$ cat config.mk
export PLATFORM = sky130hd
export DESIGN_NAME = pc_sequencer
export DESIGN_NICKNAME = d
export VERILOG_FILES = /design/src/rtl/pc_sequencer.sv
export SDC_FILE = /design/constraint.sdc
export NUM_CORES = 1
export LEC_CHECK = 0
export CAP_MARGIN = 25
export CORE_ASPECT_RATIO = 0.75
export CORE_MARGIN = 2
export CORE_UTILIZATION = 48
export CTS_CLUSTER_SIZE = 12
export DETAILED_ROUTE_END_ITERATION = 12
export GPL_ROUTABILITY_DRIVEN = 0
export GPL_TIMING_DRIVEN = 0
export PLACE_DENSITY_LB_ADDON = 0.3
export SYNTH_ARGS = -nofsm -noshare
export SYNTH_HDL_FRONTEND = slang
export SYNTH_SLANG_ARGS = --single-unit
$ cat constraint.sdc
create_clock -name clock -period 2.2 [get_ports clock]
set_input_delay 0.22 -clock clock [delete_from_list [all_inputs] [get_ports clock]]
set_output_delay 0.22 -clock clock [all_outputs]
set_load 0.02 [all_outputs]
$ cat src/rtl/pc_sequencer.sv
// pc_sequencer: next-PC controller for the single-cycle core.
// Picks the next fetch address from sequential, branch, jump, call or
// return sources, keeps a small hardware return-address stack, and runs
// a two-state RUN/HALT machine.
//
// Control inputs have no handshake: they are plain level qualifiers that
// decode/ALU present for the instruction at the current pc. They are
// sampled on every rising edge, and only the highest-priority active one
// has any effect.
//
// The halted output is the registered copy of the FSM state, so a checker
// can observe the state directly through it.
module pc_sequencer #(
  parameter int              PC_W         = 6,
  parameter logic [PC_W-1:0] RESET_VECTOR = '0,
  parameter int              STACK_DEPTH  = 4
) (
  input  logic                           clock,
  input  logic                           reset_n,
  input  logic                           stall,
  input  logic                           branch_taken,
  input  logic [PC_W-1:0]                branch_offset,
  input  logic                           jump,
  input  logic                           call,
  input  logic                           ret,
  input  logic [PC_W-1:0]                jump_target,
  input  logic                           halt,
  input  logic                           resume,
  output logic [PC_W-1:0]                pc,
  output logic                           halted,
  output logic [$clog2(STACK_DEPTH):0]   stack_depth,
  output logic                           stack_overflow,
  output logic                           stack_underflow
);

  localparam int IDX_W   = $clog2(STACK_DEPTH);
  localparam int DEPTH_W = IDX_W + 1;

  localparam logic [PC_W-1:0]    PC_ONE     = PC_W'(1);
  localparam logic [IDX_W-1:0]   IDX_ONE    = IDX_W'(1);
  localparam logic [DEPTH_W-1:0] DEPTH_ONE  = DEPTH_W'(1);
  localparam logic [DEPTH_W-1:0] DEPTH_FULL = DEPTH_W'(STACK_DEPTH);

  typedef enum logic [0:0] {
    ST_RUN  = 1'b0,
    ST_HALT = 1'b1
  } state_t;

  state_t               state_q, state_d;
  logic [PC_W-1:0]      pc_q, pc_d;
  logic                 halted_q, halted_d;
  logic [DEPTH_W-1:0]   depth_q, depth_d;
  logic                 ovf_q, ovf_d;
  logic                 unf_q, unf_d;

  // Return-address storage; contents are meaningless above depth_q.
  logic [PC_W-1:0]      stack_q [STACK_DEPTH];
  logic                 push_en;

  logic [PC_W-1:0]      pc_inc;
  logic [PC_W-1:0]      pc_branch;
  logic [IDX_W-1:0]     push_idx;
  logic [IDX_W-1:0]     pop_idx;
  logic [PC_W-1:0]      stack_top;
  logic                 stack_empty;
  logic                 stack_full;

  // Address arithmetic and stack pointer decode. Plain PC_W-bit adds wrap
  // modulo 2^PC_W, which is exactly sign-extend-then-truncate for the
  // two's-complement branch offset. Because STACK_DEPTH is a power of two,
  // the low index bits of depth_q are the next free slot, and subtracting
  // one from them gives the top entry (a full stack wraps 0 -> last slot).
  always_comb begin
    pc_inc      = pc_q + PC_ONE;
    pc_branch   = pc_q + branch_offset;
    push_idx    = depth_q[IDX_W-1:0];
    pop_idx     = depth_q[IDX_W-1:0] - IDX_ONE;
    stack_top   = stack_q[pop_idx];
    stack_empty = (depth_q == '0);
    stack_full  = (depth_q == DEPTH_FULL);
  end

  // Next-state decode: stall freezes RUN, HALT only listens to resume, and
  // in RUN the first active control in priority order wins outright.
  always_comb begin
    state_d = state_q;
    pc_d    = pc_q;
    depth_d = depth_q;
    ovf_d   = ovf_q;
    unf_d   = unf_q;
    push_en = 1'b0;

    case (state_q)
      ST_RUN: begin
        if (!stall) begin
          if (halt) begin
            state_d = ST_HALT;
          end else if (ret) begin
            if (!stack_empty) begin
              pc_d    = stack_top;
              depth_d = depth_q - DEPTH_ONE;
            end else begin
              pc_d  = pc_inc;
              unf_d = 1'b1;
            end
          end else if (call) begin
            pc_d = jump_target;
            if (!stack_full) begin
              push_en = 1'b1;
              depth_d = depth_q + DEPTH_ONE;
            end else begin
              ovf_d = 1'b1;
            end
          end else if (jump) begin
            pc_d = jump_target;
          end else if (branch_taken) begin
            pc_d = pc_branch;
          end else begin
            pc_d = pc_inc;
          end
        end
      end

      ST_HALT: begin
        if (resume) begin
          state_d = ST_RUN;
          pc_d    = pc_inc;
        end
      end

      default: begin
        state_d = ST_RUN;
      end
    endcase

    halted_d = (state_d == ST_HALT);
  end

  // FSM, pc, depth and sticky flags with asynchronous active-low reset.
  always_ff @(posedge clock or negedge reset_n) begin
    if (!reset_n) begin
      state_q  <= ST_RUN;
      pc_q     <= RESET_VECTOR;
      halted_q <= 1'b0;
      depth_q  <= '0;
      ovf_q    <= 1'b0;
      unf_q    <= 1'b0;
    end else begin
      state_q  <= state_d;
      pc_q     <= pc_d;
      halted_q <= halted_d;
      depth_q  <= depth_d;
      ovf_q    <= ovf_d;
      unf_q    <= unf_d;
    end
  end

  // Stack storage needs no reset: only entries below depth_q are read.
  always_ff @(posedge clock) begin
    if (push_en) begin
      stack_q[push_idx] <= pc_inc;
    end
  end

  assign pc              = pc_q;
  assign halted          = halted_q;
  assign stack_depth     = depth_q;
  assign stack_overflow  = ovf_q;
  assign stack_underflow = unf_q;

endmodule

; ---- After elaboration in Yosys (flattened, before gate mapping)
; Memories as Yosys holds them, arrays and structs flattened.
; Index checks and enable logic that the tools add are counted.
; Widths: inputs -> output; s select.
[word_totals]
memories = 1
input_bits = 21
ff_bits = 12
ram_bits = 24
wordCells = 52
output_inout_bits = 12
[mem_list]
columns = name, depth, width, read_ports, rd_clocked_by_memory_dff, wr, line
row1 = stack_q, 4, 6, 1, 0, 1, 57  ; logic [PC_W-1:0] stack_q [STACK_DEPTH];
[classes]
muxes = 25
n_bitwise = 4
eq_ne = 6
add_sub_neg = 5
reduce_logical = 6
[ops]
columns = op, count
row1 = $mux 6, 8
row2 = $mux 3, 4
row3 = $pmux 6 s2, 1
row4 = $reduce_and 6->1, 2
row5 = $mux 1, 11
row6 = $ne 2x2->1 const B, 5
row7 = $add 6x1->6 const B, 1
row8 = $add 6x6->6, 1
row9 = $reduce_and 5->1, 1
row10 = $not 1->1, 4
row11 = $add 3x1->3 const B, 1
row12 = $eq 3x3->1 const B, 1
row13 = $logic_not 3->1, 1
row14 = $reduce_and 3->1, 1
row15 = $sub 3x1->3 const B, 1
row16 = $pmux 1 s2, 1
row17 = $reduce_bool 2->1, 1
row18 = $sub 2x1->2 const B, 1

; ---- Depth between registers and ports, before layout
; Gate-level depths: netlist of the first run.
[logic_depth]
depth_word = 9
mapped_depth = 9
ltp_nobuf = 9

; ---- Worst setup path after synthesis of the first run
; Ideal clock, no wire load.
[synth_timing]
kind = flip-flop to flip-flop
from = register pc_q[3] (netlist: pc[3])
to = register pc_q[5] (netlist: pc[5])
setup_time_ns = 0.094
n_path_buf = 0
required_ns = 2.106
path_stages_with_launch = 8
arrival_time_ns = 2.067
period_less_slack_ns = 2.161
slack_ns = 0.039
cell_sequence = dfrtp_1 > ha_1 > a21oi_1 > nor2b_1 > a311o_1 > xnor2_2 > a211o_1 > a221oi_2
[synth_via]
elab_chain_cells = 8
word_cells_on_any_way = 11
classes_between = add/sub (2) / mux (9)
[synth_rtl]
columns = element, line
row1 = from (decl), 50  ; logic [PC_W-1:0] pc_q, pc_d;
row2 = from (signal assigned), 150  ; pc_q <= pc_d;
row3 = $add 6x1->6 or $add 6x6->6 (tied branches), "74, 75"
row4 = $mux 6, 116  ; end else if (branch_taken) begin
row5 = $mux 6, 114  ; end else if (jump) begin
row6 = $mux 6, 106  ; end else if (call) begin
row7 = $mux 6, 98  ; end else if (ret) begin
row8 = $mux 6, 96  ; if (halt) begin
row9 = $mux 6, 95  ; if (!stall) begin
row10 = $pmux 6 s2 (*), 93  ; case (state_q)
; Mark *: on every way between the ends. The rest lies on a longest branch, timed or not. The select of a mux whose other input is x is not followed.
; A chain may end at the register's enable or synchronous reset.

; ---- Worst setup path after layout of the first run
[layout_timing]
from = register pc_q[4] (netlist: pc[4])
to = register pc_q[5] (netlist: pc[5])
; Same word-level chain as after synthesis.

==> results of run 1 <==
[power by group]
part	internal (W)	switching [W]
combinational	0.000801	0.000852
clock	0.000335	0.000236
sequential	0.000934	0.000157
[sequential cells by signal, summed over array words and instances (netlist names)]
register         cells
stack_underflow      1
stack_overflow       1
stack_depth          3
stack_q             24
pc                   6
halted               1
[critical path, cell delays in order (launching register included)]
cell,delay [ns]
dfrtp_1,0.44
ha_1,0.34
nor2b_1,0.15
a311o_1,0.36
xnor2_2,0.15
a211o_1,0.30
a221oi_2,0.26
[per-stage QoR]
| step | power, W | hold WS (ns) | instances |
|---|---|---|---|
| 6_report | 0.003315 | 0.3411 | 272 |
| 5_1_grt | 0.003508 | 0.3749 | 272 |
| 4_1_cts | 0.003211 | 0.3608 | 267 |
| 3_5_place_dp | 0.002599 | 0.4451 | 259 |
| 3_3_place_gp | 0.002555 | 0.4469 | 259 |
| 2_1_floorplan | 0.002090 | -0.07559 | 173 |
[Yosys cell counts (all sizes together), types with 2 or more instances]
master and count:
edfxtp 24, nand2 14, dfrtp 12, a21oi 10
ha 10, o21ai 10, inv 9, nor2 9
nand3 7, mux4 6, xnor2 6, and2 5
nor3 4, xor2 4, a221oi 3, a31oi 3
clkbuf 3, mux2i 3, or3 3, a21o 2
buf 2, fa 2, nand2b 2, nand4b 2
nor2b 2, o22ai 2, o2bb2ai 2
[cell type report]
cell class	instances	area (um2)	share of cell area (%)
inverter	9	33.78	1.281
sequential	36	1026	38.92
buffer	5	28.78	1.092
clock buffer	5	68.82	2.610
multi-input combinational	123	1020	38.68
clock inverter	3	42.54	1.614
timing repair buffer	36	347.8	13.19
tap	55	68.82	2.610
[path summary, 6_finish.rpt]
| path | end | cells after the start |
|---|---|---|
| max reg2reg | pc[5] | 6 |
| max | pc[5] | 6 |
| min in group clock | pc[3] | 3 |
| min | pc[0] | 1 |
| max in group asynchronous | pc[2] | 1 |
| min reg2reg | stack_underflow | 1 |
[per-layer routing]
layer	GRT usage [%]	wire [um]	part of all wire (%)
met1	30.47	2153	46
met2	32.29	2182	46
met3	4.613	346	7.4
met4	4.680	21	0.45
met5	0	0	0
[cells in the final DEF, fill, tap and decap left out, types with 5 or more instances in the layout]
master / synthesis / layout
a21oi_1: 10 / 10
buf_4: 0 / 5
clkbuf_8: 0 / 5
clkdlybuf4s50_1: 0 / 31
dfrtp_1: 12 / 8
edfxtp_1: 24 / 24
ha_1: 10 / 8
inv_1: 9 / 9
mux4_2: 6 / 6
nand2_1: 13 / 13
nand3_1: 6 / 6
nor2_1: 8 / 6
o21ai_0: 9 / 9
xnor2_1: 5 / 5
[what timing repair did]
action | CTS | global route
pin swaps | 0 | 1
setup endpoints to repair | 4 | 30
resized for setup | 3 | 12
gates cloned | 0 | 0
setup buffers | 0 | 5
[cells by family after synthesis]
kind of cell	synth area share, %
buffers and inverters	2.734
DFF	49.57
muxes	8.020
and+or+nand+nor	13.00
AOI/OAI and AO/OA	13.67
adders and majority gates	8.020
xor gates and xnor gates	4.982
==> summary.md, run 1 <==
| Metric | Value |
|---|---|
| Status | `finished clean` |
| CP Class | `register to register` |
| Leakage | `0.9918 nW` |
| Width of the chip | `79.64 um` |
| Row cnt | `20` |
| Post-synthesis sequential area ratio | `49.57%` |
| Setup violators final | `0` |
| Largest area contributor in the synthesized netlist | `edfxtp_1` |
| Syn. warnings | `0` |
| Post-synth top flop | `edfxtp_1` |
| Final #Nets | `249` |
| RSZ-0062 raised after global routing | `false` |
| Number of fill cells | `302` |
| Number of global-route vias before repair | `1536` |
| Max Clk Rate | `0.4776 GHz` |
| Initial antenna violation count | `0` |
| Asr flop ratio synth | `33.33%` |
| Worst-Margin Slew | `0.6609 ns` |
| Clk sinks | `36` |
| Pwr dens | `around 1300 nW/um2` |
| Share of cells above drive strength 1 | `18.89%` |
| IO Port Bufs | `31` |
| Syn Area/Cell | `11.90 um2` |
| Tcrit/Tclk final | `95.16%` |
| Final hold vios | `0` |
| Detailed Route WL | `between 4000 and 5000 um` |
| Diodes inserted | `0` |
| Type of origin of the critical path | `register` |
| Root Driver | `clkbuf_8` |
| Pin count of the biggest net entering global routing | `13` |
| Iter 0 DRT Violations | `154` |
| Max-Slew Margin vs Limit | `55.80%` |
| Worst EP required | `roughly 2.4 ns` |
| Crit end category | `register` |
| Worst Hold Class | `input pin to async pin` |
| Final Util | `64.63%` |
| Clk_lat worst skew | `0.28 ns` |
| Initial Util | `50.49%` |
| Setup crit start | `pc[4]` |
| VDD IR max | `0.9063 mV` |
| First-pass GRT wire length | `7383 um` |
| Post-Syn Instances | `roughly 170` |
| Hold_buf cts | `0` |
| Clk buf depth | `2` |
| Placed cell area | `between 2000 and 2500 um2` |
| Fin. max-slew vios | `0` |
| Grt ovf | `0` |
| CTS H-tree lvls | `2` |
| DR pass1 iterations | `4` |
| Routed vias | `1589` |
| Gr usage total | `between 20 and 25%` |
| CTS Buf Count | `5` |
| IO Pins | `33` |
| Reg2reg start | `pc[4]` |
| Worst setup margin | `0.1064 ns` |
| EDFF count, synth | `24` |
| Die area | `4836 um2` |
| Max Clock Skew | `between 0.003 and 0.004 ns` |
| Flops & latches, synth | `36` |
| DP HPWL | `3518 um` |
| Syn nets | `roughly 200` |
| Worst-path clk slew | `0.07 ns` |
| Top post-synthesis cells by area | `edfxtp_1, dfrtp_1, mux4_2` |
| Setup_tns | `0 ns` |
| Synthesized area | `2059 um2` |
| WL/cell | `17.29 um` |
| Final min period | `2.094 ns` |
| Area share of the largest cell type after synthesis | `a little over a third` |
| Via density | `5.842` |
| Synth cell types | `between 40 and 50` |
| CP Max Fanout | `5` |
| DRC Markers | `0` |
| Setup WS pre-CTS | `-0.1889 ns` |
| Antenna Nets Post-Route | `0` |
| P&R area growth vs syn | `28.01%` |
| Arr. time, crit path | `2.29 ns` |
| Die H | `60.73 um` |
| Post-route design area | `2636 um2` |
| Core ar. | `4079 um2` |
| Reg2Reg Setup Slack | `0.11 ns` |
| Number of max-cap violations | `0` |
| CTS tree | `yes` |
No activity file was read; power rests on OpenSTA's default activity.
==> run 2, diff against run 1 <==
--- a/config.mk
+++ b/config.mk
@@ -12,8 +12,10 @@
 export CTS_CLUSTER_SIZE = 12
 export DETAILED_ROUTE_END_ITERATION = 12
 export GPL_ROUTABILITY_DRIVEN = 0
-export GPL_TIMING_DRIVEN = 0
+export GPL_TIMING_DRIVEN = 1
+export HOLD_SLACK_MARGIN = 0.02
 export PLACE_DENSITY_LB_ADDON = 0.3
+export SETUP_SLACK_MARGIN = 0.15
 export SYNTH_ARGS = -nofsm -noshare
 export SYNTH_HDL_FRONTEND = slang
 export SYNTH_SLANG_ARGS = --single-unit
==> summary.md, run 2 (synthesis gave the netlist of run 1 again) <==
| Metric | Value |
|---|---|
| Pwr dens | `1231 nW/um2` |
| Final #Nets | `251` |
| CP Class | `register to register` |
| Max Clock Skew | `0.01281 ns` |
| Routed vias | `1621` |
| Leakage | `0.9956 nW` |
| Tcrit/Tclk final | `89.69%` |
| Commonest non-fill, non-tap cell in the layout | `clkdlybuf4s50_1` |
| Buffer and inverter count on the worst path | `0` |
| Number of fill cells | `327` |
| Max incr delay on CP | `0.42 ns` |
| Delay-heaviest family, CP | `compound AO/OA/AOI/OAI gates` |
| CP Max Fanout | `2` |
| VDD IR max | `0.7392 mV` |
| CTS H-tree lvls | `2` |
| CP max-delay cell | `dfrtp_2` |
| Detailed Route WL | `5068 um` |
| Max-Slew Margin vs Limit | `52.95%` |
| Grt ovf | `0` |
| Status | `finished clean` |
| Final min period | `about 2 ns` |
| Iter 0 DRT Violations | `177` |
| Core ar. | `4079 um2` |
| Worst-Margin Slew | `0.7036 ns` |
| Final hold vios | `0` |
| Commonest non-fill, non-tap cells in the layout | `clkdlybuf4s50_1, edfxtp_1, nand2_1, buf_4` |
| Top reg by flops | `stack_q` |
| Diodes inserted | `0` |
| Hold_buf cts | `0` |
| Worst-path clk slew | `0.08 ns` |
| Width of the chip | `79.64 um` |
| DR pass1 iterations | `4` |
| Worst setup margin | `0.2267 ns` |
| First-pass GRT wire length | `8135 um` |
| Crit end category | `register` |
| Die area | `4836 um2` |
| Type of origin of the critical path | `register` |
| Setup violators final | `0` |
| Gr usage total | `around 23%` |
| Fin. max-slew vios | `0` |
| Number of global-route vias before repair | `1655` |
| IO Port Bufs | `32` |
| Worst EP required | `2.40 ns` |
| Antenna Nets Post-Route | `0` |
| CTS Buf Count | `5` |
| DRC Markers | `0` |
| Largest register FFs | `24` |
| Clk_lat worst skew | `0.30 ns` |
| P&R area growth vs syn | `28.68%` |
| Register-to-Register Path Depth | `7` |
| WL/cell | `18.50 um` |
| IO Pins | `33` |
| RSZ-0062 raised after global routing | `true` |
| Die H | `60.73 um` |
| Setup WS pre-CTS | `-0.1201 ns` |
| Worst Hold Class | `input pin to async pin` |
| CTS tree | `yes` |
| Setup_tns | `0 ns` |
| CP cell instances | `ha_1 -> a21oi_2 -> nor2b_1 -> a311o_1 -> xnor2_2 -> a211o_1 -> a221oi_2` |
| Via density | `just under 6` |
| DP HPWL | `between 3000 and 4000 um` |
| Number of max-cap violations | `0` |
| Total stage count of the critical path | `7` |
| Row cnt | `20` |
| Initial Util | `approximately half` |
| Pin count of the biggest net entering global routing | `13` |
| Clk sinks | `36` |
| Clk buf depth | `2` |
| Arr. time, crit path | `about 2.2 ns` |
| Initial antenna violation count | `0` |
| Root Driver | `clkbuf_8` |
| Share of cells above drive strength 1 | `20.55%` |
| Max Clk Rate | `0.5068 GHz` |
==> run 2: cell count changes in the layout (fill, tap and decap cells not counted), sizes merged <==
cell	change
clkinvlp	-1
clkbuf	-3
buf	+4
clkdlybuf4s50	+1
clkinv	+2
bufinv	-1
==> run 2: metrics by stage <==
stage | std cells | util, % | total power [W] | hold slack [ns] | area (um2)
3_3_place_gp | 265 | 62.09 | 0.002676 | 0.4458 | 2532
2_1_floorplan | 173 | - | 0.002132 | -0.07559 | 2093
5_1_grt | 274 | 64.97 | 0.003481 | 0.3620 | 2650
6_report | 274 | 64.97 | 0.003262 | 0.3365 | 2650
4_1_cts | 274 | 64.42 | 0.003244 | 0.3465 | 2628
3_5_place_dp | 265 | 62.09 | 0.002746 | 0.4630 | 2532
==> run 2: final cells by class <==
cell class                      count  area, um2  share of cell area (%)
Tap cell                           55      68.82                   2.597
Timing Repair Buffer               43      402.9                   15.20
Sequential cell                    36       1027                   38.76
Clock buffer                        5      68.82                   2.597
Clock inverter                      3      18.77                  0.7082
Inverter                            9      33.78                   1.275
Multi-Input combinational cell    123       1030                   38.86
==> run 2: timing repair <==
item,4_1_cts,5_1_grt
resized for setup,0,6
setup endpoints to repair,1,6
pin swaps,0,3
buffers inserted,1,0
==> run 2: per-layer routing <==
layer,GRT usage (%),part of all wire (%),wire [um]
met3,7.440,8.6,434
met2,37.21,49,2465
met4,6.650,0.73,37
met1,30.99,42,2131
met5,0,0,0
==> run 2: power by group <==
group	switching, W	internal [W]
sequential	0.000123	0.000935
clock	0.000254	0.000221
combinational	0.000906	0.000822
total	0.00128	0.00198
==> run 2: worst register-to-register path, cell delays in order, from the launching register on <==
cell	delay (ns)
dfrtp_2	0.42
ha_1	0.29
a21oi_2	0.12
nor2b_1	0.07
a311o_1	0.30
xnor2_2	0.15
a211o_1	0.27
a221oi_2	0.25
==> run 2: worst paths after layout <==
check | startpoint | end | slack, ns
worst max-delay path | pc[1] | pc[5] | 0.23
worst min-delay path | reset_n | pc[2] | 0.34
worst max register to register | pc[1] | pc[5] | 0.23
worst min register to register | stack_underflow | stack_underflow | 0.47
max in group asynchronous | reset_n | pc[0] | 1.37
min in group clock | stack_underflow | stack_underflow | 0.47
==> run 3, diff against run 2 <==
--- a/config.mk
+++ b/config.mk
@@ -6,9 +6,12 @@
 export NUM_CORES = 1
 export LEC_CHECK = 0
 export CAP_MARGIN = 25
+export CELL_PAD_IN_SITES_DETAIL_PLACEMENT = 0
+export CELL_PAD_IN_SITES_GLOBAL_PLACEMENT = 2
 export CORE_ASPECT_RATIO = 0.75
 export CORE_MARGIN = 2
-export CORE_UTILIZATION = 48
+export CORE_UTILIZATION = 32
+export CTS_CLUSTER_DIAMETER = 120
 export CTS_CLUSTER_SIZE = 12
 export DETAILED_ROUTE_END_ITERATION = 12
 export GPL_ROUTABILITY_DRIVEN = 0
==> summary.md, run 3 (synthesis gave the netlist of run 1 again) <==
| Metric | Value |
|---|---|
| Width of the chip | `96.64 um` |
| Iter 0 DRT Violations | `108` |
| First-pass GRT wire length | `8535 um` |
| Pwr dens | `1255 nW/um2` |
| Clk_lat worst skew | `0.29 ns` |
| IO Pins | `33` |
| Final #Nets | `257` |
| Pin count of the biggest net entering global routing | `14` |
| Finished Layout Cells | `306` |
| Register-to-Register Path Depth | `7` |
| Die area | `around 7100 um2` |
| Commonest non-fill, non-tap cell in the layout | `clkdlybuf4s50_1` |
| DP HPWL | `4080 um` |
| Setup crit start | `pc[1]` |
| Type of origin of the critical path | `register` |
| VDD IR max | `~0.58 mV` |
| Root Driver | `clkbuf_8` |
| Arr. time, crit path | `2.18 ns` |
| WL/cell | `17.06 um` |
| IO Port Bufs | `32` |
| Die H | `73.48 um` |
| Grt ovf | `0` |
| CP Class | `register to register` |
| Number of max-cap violations | `0` |
| Leakage | `about 1.0 nW` |
| Status | `finished clean` |
| Worst setup endpoint | `pc[5]` |
| Via density | `5.206` |
| Largest register FFs | `24` |
| CTS tree | `yes` |
| Fin. max-slew vios | `0` |
| Grt met2 use | `23.77%` |
| Commonest non-fill, non-tap cells in the layout | `clkdlybuf4s50_1, edfxtp_1, buf_4, nand2_1` |
| Clk pwr share | `17.2%` |
| Crit end category | `register` |
| Reg2Reg Setup Slack | `0.22 ns` |
| Worst EP required | `2.40 ns` |
| P&R area growth vs syn | `35.12%` |
| Setup violators final | `0` |
| Core ar. | `6256 um2` |
| RSZ-0062 raised after global routing | `true` |
| Max-Slew Margin vs Limit | `between 50% and 60%` |
| Worst-Margin Slew | `0.6135 ns` |
| Reg2reg start | `pc[1]` |
| Net Sw Power | `0.001313 W` |
| Reg2reg end | `pc[5]` |
| CTS H-tree lvls | `2` |
| Row cnt | `25` |
| Pint | `0.002179 W` |
| Post-Place Cells | `296` |
| Worst Hold Class | `input pin to async pin` |
| GRT met1 Usage | `22.43%` |
| Final min period | `1.979 ns` |
| Routed vias | `1593` |
| DR pass1 iterations | `4` |
| Diodes inserted | `0` |
| Met3 Track Usage GR | `~4.2%` |
| DRC Markers | `0` |
| Max Clock Skew | `approximately 0.008 ns` |
| Share of cells above drive strength 1 | `23.11%` |
| Antenna Nets Post-Route | `0` |
| Initial Util | `32.92%` |
| CP Max Fanout | `4` |
| Tcrit/Tclk final | `89.97%` |
| Final hold vios | `0` |
| Worst-path clk slew | `0.08 ns` |
| Detailed Route WL | `5219 um` |
| Switching share of power | `37.61%` |
| Initial antenna violation count | `0` |
| Clk sinks | `36` |
| Most crowded layer after global routing | `met2` |
| Number of global-route vias before repair | `1650` |
| Gr usage total | `15.48%` |
| Max Clk Rate | `0.5052 GHz` |
| CTS Buf Count | `5` |
| Top reg by flops | `stack_q` |
| Combinational fraction of design power | `53.1%` |
| Seq pwr share | `29.8%` |
| Clk buf depth | `2` |
| Final Util | `between 40 and 50%` |
run 3: power by group through the flow:
stage	clock network, W	logic [W]	registers, W
after floorplan	0	0.000925	0.00121
after global placement	0	0.00173	0.00105
after detailed placement	0	0.00175	0.00105
after CTS	0.000613	0.00177	0.00104
after global routing	0.000643	0.00204	0.00106
final	0.000600	0.00185	0.00104
run 3: worst max-delay path, cell delays in order (launching register included):
cell	delay (ns)
dfrtp_2	0.44
ha_4	0.23
a21oi_2	0.14
nor2b_2	0.07
a311o_1	0.39
xnor2_2	0.14
a211o_1	0.27
a221oi_2	0.23
run 3: how the worst min path moves through the flow:
stage / endpoint
floorplan: halted
global placement: stack_underflow
detailed placement: stack_underflow
CTS: stack_underflow
global route: stack_underflow
finish: stack_underflow
run 3: layout make-up:
type	instances	area (um2)
Timing Repair Buffer	49	450.4
Clock buffer	5	68.82
Clock inverter	3	46.29
Sequential cell	36	1027
Inverter	9	33.78
Tap cell	81	101.3
Multi-Input combinational cell	123	1055
Fill cell	603	3473
run 3: routing by layer:
metal  part of all wire, %  routed length (um)
met4                  0.25                  13
met3                   6.0                 311
met1                    50                2589
met5                     0                   0
met2                    44                2304
run 3: what timing repair did:
action / in CTS / in global routing
pin swaps: 0 / 6
endpoints found under the setup margin: 1 / 5
hold buffers: 0 / 0
buffers inserted: 0 / 2
resized for setup: 1 / 9
run 3: stage by stage:
stage               setup TNS [ns]  area [um2]  hold WS, ns  worst slack [ns]  total power (W)
global route                     0        2783       0.3491            0.1293         0.003741
global placement          -0.09912        2603       0.4442          -0.06042         0.002780
detailed placement         -0.1728        2603       0.4473           -0.1075         0.002803
floorplan                        0        2093     -0.07559            0.1716         0.002132
finish                           0        2783       0.3121            0.2207         0.003492
CTS                              0        2720       0.3328            0.1503         0.003423
